**src/rtl/exp6_unidade_controle.sv**
```systemverilog
// exp6_unidade_controle: Moore FSM sequencing the memory-game datapath over growing rounds.
// Optional play timeout (counter + FIM_TIMEOUT state) enabled by defining TIMEOUT_EN.
module exp6_unidade_controle #(
  parameter int TIMEOUT_CYCLES = 5000
) (
  input  logic       clock,
  input  logic       reset,
  input  logic       iniciar,
  input  logic       jogada,
  input  logic       igual,
  input  logic       fimC,
  input  logic       fimR,
  output logic       zeraC,
  output logic       contaC,
  output logic       zeraR,
  output logic       registraR,
  output logic       zeraRod,
  output logic       contaRod,
  output logic       pronto,
  output logic       acertou,
  output logic       errou,
  output logic       timeout,
  output logic [3:0] db_estado
);
  typedef enum logic [3:0] {
    INICIAL        = 4'h0,
    PREPARACAO     = 4'h1,
    INICIA_RODADA  = 4'h2,
    ESPERA_JOGADA  = 4'h3,
    REGISTRA       = 4'h4,
    COMPARA        = 4'h5,
    PROXIMA_JOGADA = 4'h6,
    PROXIMA_RODADA = 4'h7,
    FIM_ACERTOU    = 4'hA,
`ifdef TIMEOUT_EN
    FIM_TIMEOUT    = 4'hC,
`endif
    FIM_ERROU      = 4'hE
  } estado_t;
  estado_t estado, prox, espera_prox, fim_prox;
`ifdef TIMEOUT_EN
  localparam int TW = $clog2(TIMEOUT_CYCLES);
  logic [TW-1:0] cnt;
  logic tmo;
  assign tmo = cnt == TW'(TIMEOUT_CYCLES - 1);
  // Counter leaves ESPERA_JOGADA together with the state, so every re-entry starts at 0.
  always_ff @(posedge clock or negedge reset)
    if (!reset) cnt <= '0;
    else cnt <= (estado == ESPERA_JOGADA && !jogada && !tmo) ? cnt + 1'b1 : '0;
  assign espera_prox = jogada ? REGISTRA : tmo ? FIM_TIMEOUT : ESPERA_JOGADA;
  assign timeout = estado == FIM_TIMEOUT;
`else
  assign espera_prox = jogada ? REGISTRA : ESPERA_JOGADA;
  assign timeout = 1'b0;
`endif
  always_ff @(posedge clock or negedge reset)
    if (!reset) estado <= INICIAL;
    else estado <= prox;
  assign fim_prox = iniciar ? PREPARACAO : estado;
  always_comb begin
    prox = INICIAL;
    case (estado)
      INICIAL, FIM_ACERTOU, FIM_ERROU: prox = fim_prox;
`ifdef TIMEOUT_EN
      FIM_TIMEOUT:    prox = fim_prox;
`endif
      PREPARACAO:     prox = INICIA_RODADA;
      INICIA_RODADA:  prox = ESPERA_JOGADA;
      ESPERA_JOGADA:  prox = espera_prox;
      REGISTRA:       prox = COMPARA;
      COMPARA:        prox = !igual ? FIM_ERROU : !fimC ? PROXIMA_JOGADA :
                             !fimR ? PROXIMA_RODADA : FIM_ACERTOU;
      PROXIMA_JOGADA: prox = ESPERA_JOGADA;
      PROXIMA_RODADA: prox = INICIA_RODADA;
      default:        prox = INICIAL;
    endcase
  end
  assign zeraC     = estado == PREPARACAO || estado == INICIA_RODADA;
  assign contaC    = estado == PROXIMA_JOGADA;
  assign zeraR     = estado == PREPARACAO;
  assign registraR = estado == REGISTRA;
  assign zeraRod   = estado == PREPARACAO;
  assign contaRod  = estado == PROXIMA_RODADA;
  assign acertou   = estado == FIM_ACERTOU;
  assign errou     = estado == FIM_ERROU;
  assign pronto    = acertou || errou || timeout;
  assign db_estado = estado;
endmodule
```
**config.mk**
```make
export PLATFORM = sky130hd
export DESIGN_NAME = exp6_unidade_controle
export DESIGN_NICKNAME = d
export VERILOG_FILES = /design/src/rtl/exp6_unidade_controle.sv
export SDC_FILE = /design/constraint.sdc
export NUM_CORES = 1
export LEC_CHECK = 0
export BUFFER_PORTS_ARGS = -buffer_cell sky130_fd_sc_hd__buf_4
export CAP_MARGIN = 15
export CORE_AREA = 3 3 40 42
export DETAILED_ROUTE_END_ITERATION = 16
export DIE_AREA = 0 0 43 45
export GPL_TIMING_DRIVEN = 1
export PLACE_DENSITY = 0.66
export SYNTH_ARGS = -nofsm -noshare
export SYNTH_HDL_FRONTEND = slang
export SYNTH_SLANG_ARGS = --single-unit
```
**constraint.sdc**
```tcl
create_clock -name clock -period 2.5 [get_ports clock]
set_input_delay 0.5 -clock clock [delete_from_list [all_inputs] [get_ports clock]]
set_output_delay 0.5 -clock clock [all_outputs]
set_load 0.02 [all_outputs]
```
## Word-level counts from Yosys, hierarchy flattened

Index checks and enable logic that the tools add are counted.
W data, S select, Z words.

| word-level totals | value |
|---|---|
| register bits after elaboration | 4 |
| input port bits | 7 |

| cells by class | value |
|---|---|
| equality and inequality tests | 10 |
| mux-type cells | 6 |
| reductions and logical operators | 6 |

Operators by type and width:

| cell | count |
|---|---|
| $pmux W4 S6 | 1 |
| $eq A4 B3 Y1 const B | 4 |
| $mux W4 | 4 |
| $eq A4 B2 Y1 const B | 2 |
| $eq A4 B4 Y1 const B | 2 |
| $eq A4 B1 Y1 const B | 1 |
| $logic_not A4 Y1 | 1 |
| $reduce_or A2 Y1 | 2 |
| $mux W3 | 1 |
| $reduce_or A3 Y1 | 1 |
| $logic_or A1 B1 Y1 | 2 |
| $ne A2 B2 Y1 const B | 1 |

## Depth between registers and ports, before layout

| logic depth | value |
|---|---|
| word-level depth | 4 |
| depth in mapped cells | 4 |
| mapped depth without buffers | 3 |

## Worst setup path after synthesis

No wires, ideal clock.

| path | value |
|---|---|
| path kind | flip-flop to output port |
| start point | register estado[1], in the netlist db_estado[1] |
| end point | output port zeraRod |
| data arrival time | 1.789 ns |
| data required time | 2.000 ns |
| setup slack | 0.211 ns |
| stages on the path, launching flop included | 4 |
| path buffers | 2 |
| path through | dfrtp_1 buf_4 nor4b_1 buf_4 |

| between the ends | value |
|---|---|
| word-level cells in the longest chain between the ends | 1 |

Ends and longest elaborated chain:

| item | RTL line | text |
|---|---|---|
| start, declared | 40 | `estado_t estado, prox, espera_prox, fim_prox;` |
| start signal, assigned | 58 | `else estado <= prox;` |
| $eq A4 B1 Y1 | - |  |
| end, declared | 17 | `output logic zeraRod,` |

Every way passes these cells.

## Worst setup path in the final report

| path | value |
|---|---|
| start point | register estado[1], in the netlist db_estado[1] |
| end point | output port zeraR |

| between the ends | value |
|---|---|
| word-level cells in the longest chain between the ends | 1 |

Ends and longest elaborated chain:

| item | RTL line | text |
|---|---|---|
| $eq A4 B1 Y1 | 80 | `assign zeraR = estado == PREPARACAO;` |
| end, declared | 15 | `output logic zeraR,` |

Every way passes these cells.

==> flow_metrics.env <==
export IMPL_status="complete, no violations"
export IMPL_die_height_um=45
export IMPL_drv_cap=0
export IMPL_cts_buffer_depth=2
export IMPL_diodes=0
export IMPL_grt_pass1_wl_um=1420
export IMPL_cp_start_kind="register"
export IMPL_dieArea_mm2=0.00194
export IMPL_p_switching_uw=249
export IMPL_clockPowerShare_pct=14.4
export IMPL_crit_arrival_ns=1.42
export IMPL_rsz0062_at_grt="false"
export IMPL_wl_per_cell_um=12.2
export IMPL_grt_usage_pct=10.4
export IMPL_syn_to_final_growth_pct=36.5
export IMPL_r2r_cells=3
export IMPL_synth_nets=49
export IMPL_cp_slowest_cell="dfrtp_1"
export IMPL_finalPower_uw=547
export IMPL_clk_pin_slew_ns=0.04
export IMPL_swShare_pct=45.5
export IMPL_p_leak_nw=0.249
export IMPL_initial_core_util_pct=29.3
export IMPL_worst_setup_path_type="reg2out"
export IMPL_irDropWorstVdd_v=0.000456
export IMPL_routabilityCongestion=0.728
export IMPL_setup_viol=0
export IMPL_holdBufCountCts=0
export IMPL_fin_util_pct=40.0
export IMPL_antenna_found_initial=0
export IMPL_viasPerCell=4.96
export IMPL_crit_required_ns=2.00
export IMPL_vias=362
export IMPL_largest_reg_flops=4
export IMPL_drc_errors=0
export IMPL_max_stage_delay_ns=0.51
export IMPL_setup_ws_ns=0.579
export IMPL_powerDensity_mw_per_mm2=1060
export IMPL_worstReg2RegStart="db_estado[2]"
export IMPL_coreArea_mm2=0.00128
export IMPL_netlist_area_um2=377
export IMPL_path_max_fanout=13
export IMPL_power_frac_comb_pct=56.1
export IMPL_synth_top_area_share_pct=26.6
export IMPL_fin_crit_sh_pct=76.8
export IMPL_nets=67
export IMPL_hold_viol=0
export IMPL_reg2reg_to="db_estado[0]"
export IMPL_rrSetupSlack_ns=0.99
export IMPL_cts_tree="built"
export IMPL_routed_wl_um=894
export IMPL_cp_num_buf_inv=1
export IMPL_whs_ns=0.0526
export IMPL_power_frac_seq_pct=29.5
export IMPL_synthArstFlopShare_pct=100
export IMPL_yosysWarnings=0
export IMPL_hp_class="in2async"
export IMPL_critPathCaptureType="output port"
export IMPL_clkLatencyLatePin_ns=0.23
export IMPL_yosys_top_cells_count="4 x buf_4, 4 x dfrtp_1, 3 x nor2_1"
export IMPL_cts_made_buffers=3
export IMPL_synth_distinct_cells=30
export IMPL_dp_slack_ns=0.802
export IMPL_yosys_most_used_dff="dfrtp_1"
export IMPL_cts_sinks=4
export IMPL_die_x_um=43
export IMPL_grt_max_degree=14
export IMPL_cp_top_family="flip-flops"
export IMPL_tns_ns=0
export IMPL_seq_area_frac_synth_pct=26.6
export IMPL_ant_nets=0
export IMPL_p_int_uw=298
export IMPL_cts_htree_levels=1
export IMPL_rows=13
export IMPL_skew_ns=0.00402
export IMPL_fin_crit_ns=1.92
export IMPL_num_io_pins=21
export IMPL_final_layout_size_suffix_gt1_share_pct=43.1
export IMPL_first_pass_iters=4
export IMPL_cp_num_cells=2
export IMPL_synth_edf_count=0
export IMPL_drtIter0Drc=9
export IMPL_grt_pass1_vias=345
export IMPL_maxSlewViolCount=0
export IMPL_post_cts_resized=0
export IMPL_synth_cells=42
export IMPL_io_buffers=19
export IMPL_cp_cell_sequence="nor4b_1 -> buf_4"
export IMPL_cts_setup_buffers=0
export IMPL_clock_root_buffer="clkbuf_4"
export IMPL_syn_area_per_cell_um2=8.97
export IMPL_dp_hpwl_um=668
export IMPL_gr_total_overflow=0
export IMPL_synth_top_area_cell="dfrtp_1"
export IMPL_synth_area_top_cells="dfrtp_1 27%, buf_4 8.0%, a2111oi_2 4.0%, nand3b_1 4.0%, and2_1 3.3%"
export IMPL_max_freq_mhz=521
export IMPL_yosys_register_bits=4
through the flow:
step | std cells | instance area (µm²)
6_report | 73 | 514
5_1_grt | 73 | 514
4_1_cts | 73 | 514
3_5_place_dp | 70 | 492
3_3_place_gp | 70 | 492
2_1_floorplan | 42 | 377
layout make-up:
cell class | instances | area, µm²
Fill cell | 134 | 771
Multi-Input combinational cell | 31 | 226
Inverter | 1 | 3.75
Timing Repair Buffer | 19 | 143
Tap cell | 15 | 18.8
Sequential cell | 4 | 100
Clock buffer | 3 | 22.5
power by group through the flow:
stage / registers [mW] / clock network, mW / logic (mW)
after detailed placement: 0.162 / 0 / 0.311
final: 0.161 / 0.0788 / 0.307
after floorplan: 0.134 / 0 / 0.244
after CTS: 0.162 / 0.0830 / 0.311
after global routing: 0.172 / 0.0922 / 0.332
after global placement: 0.160 / 0 / 0.309
cell families (layout without fill, tap and decap cells):
logic type	after synthesis	count (layout)	share of synthesized area [%]
other cells	1	1	0.996
compound gates	8	8	18.6
buf+inv	7	23	13.3
flops	4	4	26.6
simple gates	21	21	38.2
xor+xnor	1	1	2.33
worst max-delay path by stage:
| stage | from | to |
|---|---|---|
| global placement | db_estado[1] | zeraRod |
| detailed placement | db_estado[1] | zeraR |
| global route | db_estado[1] | zeraRod |
| CTS | db_estado[1] | zeraR |
| finish | db_estado[1] | zeraR |
| floorplan | db_estado[1] | zeraRod |
layout by cell type, fill, tap and decap left out, drive strengths merged:
| master | instances |
|---|---|
| nor4b | 1 |
| o221a | 1 |
| a21boi | 1 |
| o21bai | 1 |
| buf | 19 |
| clkbuf | 3 |
| and2 | 2 |
| nor2b | 1 |
| nand3b | 2 |
| or3b | 1 |
| or2b | 1 |
| nor4 | 1 |
| nand2 | 2 |
| or4b | 1 |
| nor2 | 3 |
| and2b | 1 |
| a221oi | 1 |
| xnor2 | 1 |
| conb | 1 |
| and3 | 2 |
| a2111oi | 1 |
| nor3 | 1 |
| a21oi | 1 |
| o221ai | 1 |
| o22ai | 1 |
| nand4bb | 1 |
| dfrtp | 4 |
| inv | 1 |
| and4b | 1 |
layer usage:
layer / global-route usage [%] / vias to the layer above / share of wire [%]
met5: 0 / - / 0
met4: 3.61 / 0 / 0.67
met3: 7.57 / 2 / 9.6
met1: 11.2 / 163 / 44
met2: 15.9 / 14 / 46
li1: - / 183 / -
worst reg2reg max path, stage by stage, from the launching register on:
cell       delay, ns
dfrtp_1         0.50
or4b_1          0.55
o221a_1         0.14
a2111oi_2       0.21
Power figures use the tool's default switching activity.
